<file path="config.mk">
export PLATFORM = sky130hd
export DESIGN_NAME = regfile_mp
export DESIGN_NICKNAME = d
export VERILOG_FILES = /design/src/rtl/regfile_pkg.sv /design/src/rtl/regfile_clr_seq.sv /design/src/rtl/regfile_mp.sv
export SDC_FILE = /design/constraint.sdc
export NUM_CORES = 1
export LEC_CHECK = 0
export CORE_AREA = 3 3 377 379
export DETAILED_ROUTE_END_ITERATION = 7
export DIE_AREA = 0 0 380 382
export DONT_BUFFER_PORTS = 1
export PLACE_DENSITY_LB_ADDON = 0.3
export SYNTH_ARGS = -nofsm -noshare
export SYNTH_HDL_FRONTEND = slang
export SYNTH_SLANG_ARGS = --single-unit
export TNS_END_PERCENT = 50
</file>
<file path="constraint.sdc">
create_clock -name clk -period 7.55 [get_ports clk]
set_input_delay 1.51 -clock clk [delete_from_list [all_inputs] [get_ports clk]]
set_output_delay 1.51 -clock clk [all_outputs]
set_load 0.01 [all_outputs]
</file>
<file path="src/rtl/regfile_pkg.sv">
// Shared types and helpers for the multi-port register file slice.
// Optional write-through bypass is enabled with REGFILE_BYPASS_EN (see regfile_mp).
package regfile_pkg;

    typedef enum logic {RF_CLEAR, RF_READY} rf_state_e;

    // Address width for an array of n entries; never less than one bit.
    function automatic int unsigned rf_aw(input int unsigned n);
        return (n < 2) ? 1 : $clog2(n);
    endfunction

endpackage

</file>
<file path="src/rtl/regfile_clr_seq.sv">
// Clear sequencer: walks clr_idx over every entry after reset or on request,
// then holds READY until the next clear request.
module regfile_clr_seq
    import regfile_pkg::*;
#(
    parameter int unsigned N_REGS = 32,
    localparam int unsigned AW    = rf_aw(N_REGS)
) (
    input  logic          clk,
    input  logic          rst_n,
    input  logic          clr_req,
    output logic          ready,
    output logic          clr_we,
    output logic [AW-1:0] clr_idx
);

    rf_state_e     state;
    rf_state_e     state_nxt;
    logic [AW-1:0] idx_nxt;

    always_ff @(posedge clk) begin
        if (!rst_n) begin
            state   <= RF_CLEAR;
            clr_idx <= '0;
        end else begin
            state   <= state_nxt;
            clr_idx <= idx_nxt;
        end
    end

    always_comb begin
        state_nxt = state;
        idx_nxt   = clr_idx;
        case (state)
            RF_CLEAR: begin
                if (clr_idx == AW'(N_REGS - 1)) begin
                    state_nxt = RF_READY;
                end else begin
                    idx_nxt = clr_idx + 1'b1;
                end
            end
            RF_READY: begin
                if (clr_req) begin
                    state_nxt = RF_CLEAR;
                    idx_nxt   = '0;
                end
            end
            default: state_nxt = RF_CLEAR;
        endcase
    end

    always_comb begin
        ready  = (state == RF_READY);
        clr_we = (state == RF_CLEAR);
    end

endmodule

</file>
<file path="src/rtl/regfile_mp.sv">
// Multi-port integer register file: NR async reads, NW sync writes, built-in clear.
// Define REGFILE_BYPASS_EN to forward same-cycle accepted writes to the read ports.
module regfile_mp
    import regfile_pkg::*;
#(
    parameter int unsigned N_REGS  = 32,
    parameter int unsigned XLEN    = 32,
    parameter int unsigned NR      = 2,
    parameter int unsigned NW      = 1,
    parameter int unsigned ZERO_X0 = 1,
    localparam int unsigned AW     = rf_aw(N_REGS)
) (
    input  logic               clk,
    input  logic               rst_n,
    input  logic [NW-1:0]      wen,
    input  logic [NW*AW-1:0]   waddr,
    input  logic [NW*XLEN-1:0] wdata,
    input  logic [NR*AW-1:0]   raddr,
    output logic [NR*XLEN-1:0] rdata,
    input  logic               clr_req,
    output logic               ready,
    output logic               wr_drop
);

    logic [XLEN-1:0] regs [N_REGS];
    logic            clr_we;
    logic [AW-1:0]   clr_idx;
    logic [NW-1:0]   acc;
    logic [AW-1:0]   ra;
    logic [XLEN-1:0] rv;

    regfile_clr_seq #(.N_REGS(N_REGS)) u_clr_seq (
        .clk     (clk),
        .rst_n   (rst_n),
        .clr_req (clr_req),
        .ready   (ready),
        .clr_we  (clr_we),
        .clr_idx (clr_idx)
    );

    // A write is accepted only in READY outside a clear-request cycle; x0 writes vanish silently.
    always_comb begin
        acc = '0;
        for (int unsigned i = 0; i < NW; i++) begin
            acc[i] = wen[i] && ready && !clr_req &&
                     !((ZERO_X0 != 0) && (waddr[i*AW +: AW] == '0));
        end
    end

    // Ascending port order lets the highest-index port win an address collision.
    always_ff @(posedge clk) begin
        if (clr_we) begin
            regs[clr_idx] <= '0;
        end else begin
            for (int unsigned i = 0; i < NW; i++) begin
                if (acc[i]) begin
                    regs[waddr[i*AW +: AW]] <= wdata[i*XLEN +: XLEN];
                end
            end
        end
    end

    always_ff @(posedge clk) begin
        if (!rst_n) begin
            wr_drop <= 1'b0;
        end else if ((|wen) && (!ready || clr_req)) begin
            wr_drop <= 1'b1;
        end
    end

    always_comb begin
        rdata = '0;
        ra    = '0;
        rv    = '0;
        for (int unsigned j = 0; j < NR; j++) begin
            ra = raddr[j*AW +: AW];
            rv = regs[ra];
`ifdef REGFILE_BYPASS_EN
            for (int unsigned i = 0; i < NW; i++) begin
                if (acc[i] && (waddr[i*AW +: AW] == ra)) begin
                    rv = wdata[i*XLEN +: XLEN];
                end
            end
`endif
            if (!ready || ((ZERO_X0 != 0) && (ra == '0))) begin
                rv = '0;
            end
            rdata[j*XLEN +: XLEN] = rv;
        end
    end

endmodule
</file>
==> results_dict.tcl <==
set metrics [dict create \
    status "completed" \
    post-route-period-util_pct 70.2 \
    cts_setup_buffers 0 \
    worst_hold_path_type "reg2reg" \
    cts.reportedPaths.clkPinSlew_ps 60 \
    hold-path-endpoint "wr_drop$_SDFFE_PN0P_" \
    cts_tree "done" \
    synthesis.nets 2989 \
    first_global_vias 28900 \
    die-height_um 382 \
    achievable-frequency_mhz 189 \
    num-nets-final 2932 \
    dr.pass1.iters 5 \
    cts-htree-levels 3 \
    initial_core_utilization_pct 34.8 \
    worst_setup_path_start_kind "input port" \
    layout.cells.most_common "sky130_fd_sc_hd__edfxtp_1" \
    floorplan.rows 137 \
    cts.sink_count 1031 \
    timing.setup.critical_path_class "in2out" \
    timing.critical_path.fanout_max 216 \
    worstSetupEndpointType "output pin" \
    via_count 29100 \
    core_um2 139000 \
    grt_pass1_wl_um 222000 \
    finish.utilization_pct 38.7 \
    critPathLaunch "raddr[7]" \
    r2r_cells 7 \
    cellLeakagePower_nw 16.2 \
    cts_root_buffer "sky130_fd_sc_hd__clkbuf_16" \
    min_delay_path_depth 2 \
    detailedRoute.firstIterationViolations 3121 \
    grt_max_degree 241 \
    tot_gr_track_use_pct 21.4 \
    synth_warnings 0 \
    count_of_final_max_slew_check_failures 0 \
    global_route.overflow_total 0 \
    ys_seq_elements 1031 \
    final_layout_size_suffix_gt1_share_pct 18.3 \
    ff2ff_setup_slack_ps 3680 \
    maxCapViolations 0 \
    post_cts_gate_resize_count 0 \
    place_congestion 0.819 \
    yosys.cell_types.count 51 \
    final_period_minus_worst_setup_slack_ps 5300 \
    grt_antenna_before_repair 23 \
    cp_arrival_ps 3790 \
    mostFrequentLayoutCells "sky130_fd_sc_hd__edfxtp_1, sky130_fd_sc_hd__mux2i_1, sky130_fd_sc_hd__mux4_2" \
    yosysSeqAreaShare_pct 63.7 \
    reg2reg_to "regs[18][10]$_DFFE_PP_" \
    slew_at_the_pin_closest_to_its_max_slew_limit_ps 1280 \
    fillerInstances 12800 \
    post_cts_hold_buffer_count 0 \
    synthesis.area_per_instance_um2 16.5 \
    yosys_most_used_dff "sky130_fd_sc_hd__edfxtp_1" \
    port_buffers 0 \
    async_reset_ff_share_pct 0 \
    finalWirelength_um 159000 \
    detail_route.drc_violations 0 \
    critical_path_required_ps 6040 \
    die_area_um2 145000 \
    power_per_cell_area_nw_per_um2 223 \
    setup_repair_after_global_routing_missed_its_margin "no" \
    final-setup-viol-count 0 \
    setup_tns_ps 0 \
    synth_area_um2 48500 \
    maximum_buffer_depth_of_the_clock_tree 3 \
    routed_via_density 6.01 \
    min_from "wr_drop$_SDFFE_PN0P_" \
    wl_per_cell_um 32.7 \
    timing.slew.headroom_pct 14.4 \
    synth_edf_count 1024 \
    boundaryPins 117 \
    post-dp-hpwl_um 88600 \
    area_growth_syn_to_layout_pct 11.2 \
    irDropWorstVdd_v 0.000185 \
    clock-skew-final_ps 18.8 \
    fp.dieW_um 380 \
    clock_insertion_delay_worst_skew_ps 700 \
    final_antenna_net_count 0 \
    syn_inst 2936 \
    worstReg2RegStart "u_clr_seq.ready$_SDFF_PN0_" \
    cts_inserted_buffers 104 \
    ff_latch_area_um2 30900 \
    final-hold-violation-count 0 \
    multi_input_gate_area_um2 16600 \
]
==> power by group <==
group	internal, W	switching (W)
sequential	0.00627	0.0000276
combinational	0.000218	0.000227
clock	0.00305	0.00224
==> worst max-delay path, stage by stage <==
cell                      delay, ps
sky130_fd_sc_hd__nor2_4         960
sky130_fd_sc_hd__nor2_4          80
sky130_fd_sc_hd__buf_4          340
sky130_fd_sc_hd__a31oi_1        290
sky130_fd_sc_hd__nand4_1        340
==> through the flow <==
| step | instances | total power (W) | hold slack (ps) | area (um^2) | setup WS (ps) |
|---|---|---|---|---|---|
| floorplan | 2936 | 0.00685 | 502 | 48500 | 1550 |
| global placement | 4649 | 0.00685 | 525 | 50400 | 2450 |
| detailed placement | 4649 | 0.00686 | 537 | 50400 | 2450 |
| CTS | 4837 | 0.0121 | 552 | 53900 | 2450 |
| global route | 4838 | 0.0123 | 572 | 53900 | 2390 |
| finish | 4845 | 0.0120 | 544 | 53900 | 2250 |
==> layout make-up <==
cell class,count,share of cell area [%]
Antenna cell,8,0.0372
Clock buffer,127,5.07
Clock inverter,61,1.28
Inverter,6,0.0418
Multi-Input combinational cell,1664,30.9
Sequential cell,1031,57.3
Tap cell,1876,4.36
Timing Repair Buffer,72,1.00
==> state kept, by name, summed over array words and instances, names as in the netlist <==
register / count
wr_drop: 1
u_clr_seq.ready: 1
regs: 1024
u_clr_seq.clr_idx: 5
==> worst max path at each step <==
| stage | to | slack [ps] | cells after the start |
|---|---|---|---|
| 2_1_floorplan | regs[19][0]$_DFFE_PP_ | 1550 | 4 |
| 3_3_place_gp | rdata[39] | 2450 | 5 |
| 3_5_place_dp | rdata[52] | 2450 | 5 |
| 4_1_cts | rdata[52] | 2450 | 5 |
| 5_1_grt | rdata[52] | 2390 | 5 |
| 6_report | rdata[52] | 2250 | 5 |
==> synthesized netlist by cell type (5+ instances only) <==
cell,n,share of area [%]
sky130_fd_sc_hd__edfxtp_1,1024,63
sky130_fd_sc_hd__buf_2,75,0.77
sky130_fd_sc_hd__nor2b_1,9,0.12
sky130_fd_sc_hd__a31oi_1,54,0.70
sky130_fd_sc_hd__inv_1,5,0.039
sky130_fd_sc_hd__a32o_1,8,0.17
sky130_fd_sc_hd__and2_1,37,0.48
sky130_fd_sc_hd__nand4_1,58,0.75
sky130_fd_sc_hd__nor2_1,20,0.15
sky130_fd_sc_hd__nor4_1,6,0.077
sky130_fd_sc_hd__mux2i_1,521,11
sky130_fd_sc_hd__clkbuf_1,86,0.67
sky130_fd_sc_hd__buf_6,12,0.28
sky130_fd_sc_hd__nand2_1,102,0.79
sky130_fd_sc_hd__a21oi_1,112,1.2
sky130_fd_sc_hd__buf_4,58,0.90
sky130_fd_sc_hd__nor3_1,24,0.25
sky130_fd_sc_hd__mux4_2,252,12
sky130_fd_sc_hd__a22oi_1,233,3.6
sky130_fd_sc_hd__nand3_1,130,1.3
sky130_fd_sc_hd__and3_1,56,0.72
sky130_fd_sc_hd__dfxtp_1,7,0.29
==> layer usage <==
metal  up-vias  part of all wire, %  GRT usage, %
li1      12000                    -             -
met1     15600                   40          27.7
met2      1241                   48          35.3
met3       245                  8.1          4.93
met4        16                  3.0          7.22
met5         -                0.055             0
==> cells by family after synthesis <==
group	Yosys count	share of synthesized area, %
buf+inv	241	2.69
compound gates	425	5.93
mux	774	22.5
simple gates	463	5.11
fa+ha+maj	2	0.0516
flops	1031	63.7
(Power assumes the default switching activity.)
